### config.mk
export PLATFORM = sky130hd
export DESIGN_NAME = seq_mul32
export DESIGN_NICKNAME = d
export VERILOG_FILES = /design/src/rtl/seq_mul32.sv
export SDC_FILE = /design/constraint.sdc
export NUM_CORES = 1
export LEC_CHECK = 0
export CAP_MARGIN = 20
export CORE_ASPECT_RATIO = 1.1
export CORE_UTILIZATION = 25
export DETAILED_ROUTE_END_ITERATION = 10
export PLACE_DENSITY = 0.45
export SYNTH_ARGS = -nofsm -noshare
export SYNTH_HDL_FRONTEND = slang
export SYNTH_SLANG_ARGS = --single-unit
### constraint.sdc
create_clock -name clk -period 3.8 [get_ports clk]
set_clock_uncertainty 0.1 [all_clocks]
set_input_delay 1.14 -clock clk [delete_from_list [all_inputs] [get_ports clk]]
set_output_delay 1.14 -clock clk [all_outputs]
set_load 0.005 [all_outputs]
### src/rtl/seq_mul32.sv
// seq_mul32: multi-cycle 32x32->64 unsigned shift-add multiplier with valid/ready on both sides.
// Ports: clk, rst_n | in_valid/in_ready/in_a/in_b | out_valid/out_ready/out_prod | busy.
// Optional: SEQ_MUL32_EARLY_TERM_EN ends the loop once no multiplier bits remain.
module seq_mul32 #(
  parameter int XLEN  = 32,
  parameter int CNT_W = 6
) (
  input  logic              clk,
  input  logic              rst_n,
  input  logic              in_valid,
  output logic              in_ready,
  input  logic [XLEN-1:0]   in_a,
  input  logic [XLEN-1:0]   in_b,
  output logic              out_valid,
  input  logic              out_ready,
  output logic [2*XLEN-1:0] out_prod,
  output logic              busy
);

  if (XLEN != 32) begin : g_bad_xlen
    $error("seq_mul32: only XLEN=32 is supported");
  end
  if (CNT_W < 6) begin : g_bad_cnt
    $error("seq_mul32: CNT_W must hold 0..32");
  end

  typedef enum logic [1:0] {
    S_IDLE,
    S_BUSY,
    S_DONE
  } state_t;

  state_t state_q, state_d;

  logic [XLEN-1:0]   acc_q, acc_d;
  logic [XLEN-1:0]   lo_q, lo_d;
  logic [XLEN-1:0]   mcand_q, mcand_d;
  logic [CNT_W-1:0]  cnt_q, cnt_d;
  logic [2*XLEN-1:0] prod_q, prod_d;
`ifdef SEQ_MUL32_EARLY_TERM_EN
  logic [XLEN-1:0]   mrem_q, mrem_d;
  logic [CNT_W:0]    shamt;
`endif

  logic [XLEN-1:0] add_sum;
  logic [XLEN-1:0] sum;
  logic            cout;
  logic            last;
  logic            fin;

  // Kogge-Stone lookahead; only carries into bits 1..31 are formed,
  // the adder has no carry-out.
  function automatic logic [XLEN-1:0] cla32(
    input logic [XLEN-1:0] a,
    input logic [XLEN-1:0] b,
    input logic            c_in
  );
    logic [XLEN-1:0] p;
    logic [XLEN-1:0] c;
    logic [XLEN-2:0] gg;
    logic [XLEN-2:0] pp;
    p  = a ^ b;
    gg = a[XLEN-2:0] & b[XLEN-2:0];
    pp = p[XLEN-2:0];
    for (int d = 1; d < XLEN; d = d * 2) begin
      for (int i = XLEN - 2; i >= d; i--) begin
        gg[i] = gg[i] | (pp[i] & gg[i-d]);
        pp[i] = pp[i] & pp[i-d];
      end
    end
    c[0] = c_in;
    for (int i = 1; i < XLEN; i++) begin
      c[i] = gg[i-1] | (pp[i-1] & c_in);
    end
    return p ^ c;
  endfunction

  // Carry-out rebuilt from the operand MSBs and the sum MSB.
  always_comb begin
    add_sum = cla32(acc_q, mcand_q, 1'b0);
    sum     = lo_q[0] ? add_sum : acc_q;
    cout    = lo_q[0] &
              ((acc_q[XLEN-1] & mcand_q[XLEN-1]) |
               ((acc_q[XLEN-1] ^ mcand_q[XLEN-1]) &
                ~add_sum[XLEN-1]));
  end

  assign last = (cnt_q == CNT_W'(XLEN - 1));

`ifdef SEQ_MUL32_EARLY_TERM_EN
  assign shamt = (CNT_W+1)'(XLEN) - {1'b0, cnt_q};
  assign fin   = last | (mrem_q == '0);
`else
  assign fin   = last;
`endif

  always_ff @(posedge clk or negedge rst_n) begin
    if (!rst_n) begin
      state_q <= S_IDLE;
    end else begin
      state_q <= state_d;
    end
  end

  always_comb begin
    state_d = state_q;
    unique case (state_q)
      S_IDLE: if (in_valid) state_d = S_BUSY;
      S_BUSY: if (fin) state_d = S_DONE;
      S_DONE: if (out_ready) state_d = S_IDLE;
      default: state_d = S_IDLE;
    endcase
  end

  always_comb begin
    in_ready  = (state_q == S_IDLE);
    busy      = (state_q == S_BUSY);
    out_valid = (state_q == S_DONE);
    out_prod  = prod_q;
  end

  always_comb begin
    acc_d   = acc_q;
    lo_d    = lo_q;
    mcand_d = mcand_q;
    cnt_d   = cnt_q;
    prod_d  = prod_q;
`ifdef SEQ_MUL32_EARLY_TERM_EN
    mrem_d  = mrem_q;
`endif
    unique case (state_q)
      S_IDLE: begin
        if (in_valid) begin
          mcand_d = in_a;
          lo_d    = in_b;
          acc_d   = '0;
          cnt_d   = '0;
`ifdef SEQ_MUL32_EARLY_TERM_EN
          mrem_d  = in_b;
`endif
        end
      end
      S_BUSY: begin
`ifdef SEQ_MUL32_EARLY_TERM_EN
        if (mrem_q == '0) begin
          // Remaining partial products are zero: realign and stop.
          prod_d = {acc_q, lo_q} >> shamt;
        end else begin
          mrem_d = mrem_q >> 1;
`endif
          acc_d = {cout, sum[XLEN-1:1]};
          lo_d  = {sum[0], lo_q[XLEN-1:1]};
          cnt_d = cnt_q + 1'b1;
          if (last) prod_d = {acc_d, lo_d};
`ifdef SEQ_MUL32_EARLY_TERM_EN
        end
`endif
      end
      default: ;
    endcase
  end

  always_ff @(posedge clk or negedge rst_n) begin
    if (!rst_n) begin
      acc_q   <= '0;
      lo_q    <= '0;
      mcand_q <= '0;
      cnt_q   <= '0;
      prod_q  <= '0;
`ifdef SEQ_MUL32_EARLY_TERM_EN
      mrem_q  <= '0;
`endif
    end else begin
      acc_q   <= acc_d;
      lo_q    <= lo_d;
      mcand_q <= mcand_d;
      cnt_q   <= cnt_d;
      prod_q  <= prod_d;
`ifdef SEQ_MUL32_EARLY_TERM_EN
      mrem_q  <= mrem_d;
`endif
    end
  end

endmodule

==> results of run 1 <==
==> area by class of cell <==
cell class                 count  area [µm²]  share of cell area
multi-input combinational    705        3870               0.362
inverter                       5        18.8             0.00175
clock buffer                  17         425              0.0397
sequential                   168        4210               0.393
clock inverter                15         153              0.0142
timing repair buffer         150        1500               0.140
tap                          426         533              0.0498
antenna                        1        2.50            0.000234
==> logic make-up after synthesis <==
logic type,after synthesis,share of synthesized area
fa+ha+maj,34,0.0533
compound gates,196,0.142
simple gates,428,0.216
xor+xnor,23,0.0244
mux,24,0.0294
buf+inv,56,0.0254
flops,168,0.509
==> synth_stat cells, types with 7 or more instances <==
master / number / area (µm²)
a21o_1: 10 / 75.1
nor2_1: 84 / 315
nand2_1: 255 / 957
ha_1: 32 / 400
nand3_1: 45 / 225
o21ai_0: 78 / 390
a31oi_1: 9 / 56.3
clkbuf_1: 46 / 173
mux2i_1: 22 / 220
a21oi_1: 32 / 160
xnor2_1: 16 / 140
dfrtp_1: 168 / 4200
o22ai_1: 31 / 194
xor2_1: 7 / 61.3
nor2b_1: 8 / 50.1
and3_1: 7 / 43.8
==> power by group through the flow <==
stage | sequential [mW] | combinational (mW) | clock [mW]
5_1_grt | 2.90 | 4.27 | 1.87
6_report | 2.81 | 3.73 | 1.74
2_1_floorplan | 2.66 | 2.91 | 0
3_3_place_gp | 2.85 | 3.76 | 0
3_5_place_dp | 2.85 | 3.77 | 0
4_1_cts | 2.83 | 3.80 | 1.80
==> per-stage QoR <==
| step | hold slack (ps) | util | instance area [µm²] | power [mW] |
|---|---|---|---|---|
| floorplan | 350 | - | 8270 | 5.57 |
| detailed placement | 361 | 0.312 | 10100 | 6.62 |
| global placement | 361 | 0.312 | 10100 | 6.60 |
| CTS | 383 | 0.330 | 10700 | 8.42 |
| finish | 376 | 0.330 | 10700 | 8.28 |
| global route | 400 | 0.330 | 10700 | 9.04 |
==> sequential cells by signal (all words and copies together) (netlist names) <==
name / flops
out_prod: 64
acc_q: 32
lo_q: 32
mcand_q: 32
cnt_q: 6
state_q: 2
==> critical path: cells and delay by family, from the launching register on <==
family | cells | cell delay [ps]
and+or+nand+nor | 5 | 840
adders and majority gates | 2 | 670
AOI/OAI and AO/OA | 5 | 1280
DFF | 1 | 400
==> worst max path at each step <==
stage | start | slack (ps) | end
floorplan | acc_q[6] | 750 | acc_q[30]
global placement | acc_q[0] | 440 | out_prod[55]
detailed placement | acc_q[0] | 400 | out_prod[55]
CTS | acc_q[0] | 350 | out_prod[55]
global route | acc_q[0] | 130 | acc_q[27]
finish | acc_q[0] | 370 | out_prod[55]
==> per-layer routing <==
layer | part of all wire | track usage | wire length (µm) | vias to the layer above
met3 | 0.067 | 0.0502 | 1580 | 20
met1 | 0.45 | 0.183 | 10700 | 3218
met5 | 0.00051 | 0 | 12 | -
met4 | 0.0094 | 0.0314 | 220 | 2
met2 | 0.47 | 0.240 | 11000 | 135
li1 | - | - | - | 3419
==> flow_summary.toml, run 1 <==
[status]
outcome = "finished clean"

[timing]
setup_viol = 0
worst_pin_slew_ps = 818
fmax_mhz = 292
drv_slew = 0
slew_headroom = 0.455
final_hold_viol_count = 0
setup_ws_ps = 371
finalCritPeriodShare = 0.902
rsz0062_at_grt = "false"
setup_tns_ps = 0
period_minus_slack_ps = 3430

[placed_design]
portBuffers = 134
preCtsSetupSlack_ps = 400
hpwl_mm = 16.4
dpl.cell_count = 1454
gp_congestion = 0.799

[setup_path]
cp.arrival_ps = 3620
reg2reg_slack_ps = 370
reg2reg_depth = 12
crit_fanout = 6
crit_type = "reg -> reg"
crit_path_max_incr_delay_ps = 530
worstPathCellList = "ha_1 -> fa_1 -> a21o_1 -> nand4_1 -> nand3_1 -> a21oi_1 -> o21a_1 -> nor2_1 -> and3_1 -> or3b_1 -> a31oi_1 -> o21ai_0"
cp-end-kind = "flip-flop"
rr_endpoint = "out_prod[55]"
r2r_start = "acc_q[0]"
crit_required_ps = 3990
critPathSlowestCell = "a21oi_1"
cp-start-kind = "flip-flop"

[final_layout]
area_delta_synth_final_pct = 29.6
layoutNonFillerInstCount = 1487
mostFrequentLayoutCell = "nand2_1"
drive_gt1_frac = 0.0604
fill_cells = 3440
layout.nets = 1149
final_cell_mix = "nand2_1, dfrtp_1, clkdlybuf4s50_1, nor2_1, o21ai_0"

[power_and_ir_drop]
p_leak_nw = 4.77
seqPwrFrac = 0.339
cellPowerDensity_nw_per_um2 = 773
p_comb_frac = 0.451
ir_drop_mv = 0.303
p_clk_frac = 0.210
swShare = 0.414
power.switching_mw = 3.43
p_int_mw = 4.85

[routing]
detail-route-antenna-nets = 0
drtIter0Drc = 281
drc = 0
vias = 6794
first_pass_iters = 4
wl_per_cell_um = 15.8
finalWirelength_mm = 23.5
vias_per_cell = 4.57

[grt]
grt_pass1_vias = 7163
track_usage = 0.146
grt_start_max_net_pins = 69
antenna_found_initial = 2
grt_pass1_wl_mm = 38.5
grt_overflow_total = 0

[clocking]
clock_sinks = 168
cts_tree = "built"
numCtsBuffers = 17
ctsLongestPathBuffers = 2
insertion_delay_ps = 430
hold_buffers = 0
path_clk_slew_ps = 70
cts-resized-gates = 0
h-tree-depth = 4
post_cts_buffers = 0
clockRootBuffer = "clkbuf_16"

[yosys]
synth_ff_type = "dfrtp_1"
synth-seq-cells = 168
syn_nets = 1031
avgSynthCellArea_um2 = 8.90
synth_area_um2 = 8270
synth_enable_flop_cells = 0
syn_inst = 929
yosys.cell_types.count = 51
ys_seq_area_frac = 0.509
async_flop_share = 1.00
ys_warn_count = 0

[floorplan]
die_y_um = 193
ios = 135
fp.coreArea_um2 = 32500
fp.dieW_um = 175
rows = 69
initial_utilization = 0.255
dieArea_um2 = 33800

[hold_path]
min_from = "out_prod[1]"
worstHoldEndpoint = "out_prod[1]"
hold_depth = 2
hold_class = "reg -> reg"

[flow_run]
cap_violations = 0
No activity file was read; power rests on OpenSTA's default activity.
==> run 2, diff against run 1 <==
--- a/config.mk
+++ b/config.mk
@@ -8,6 +8,7 @@
 export CAP_MARGIN = 20
 export CORE_ASPECT_RATIO = 1.1
 export CORE_UTILIZATION = 25
+export CTS_CLUSTER_SIZE = 30
 export DETAILED_ROUTE_END_ITERATION = 10
 export PLACE_DENSITY = 0.45
 export SYNTH_ARGS = -nofsm -noshare
==> results of run 2 <==
Same layout as run 1: the final DEF is identical, and so are final timing and power.
==> run 3, diff against run 2 <==
--- a/config.mk
+++ b/config.mk
@@ -11,6 +11,7 @@
 export CTS_CLUSTER_SIZE = 30
 export DETAILED_ROUTE_END_ITERATION = 10
 export PLACE_DENSITY = 0.45
+export SLEW_MARGIN = 20
 export SYNTH_ARGS = -nofsm -noshare
 export SYNTH_HDL_FRONTEND = slang
 export SYNTH_SLANG_ARGS = --single-unit
==> results of run 3 <==
Same layout as run 1: the final DEF is identical, and so are final timing and power.
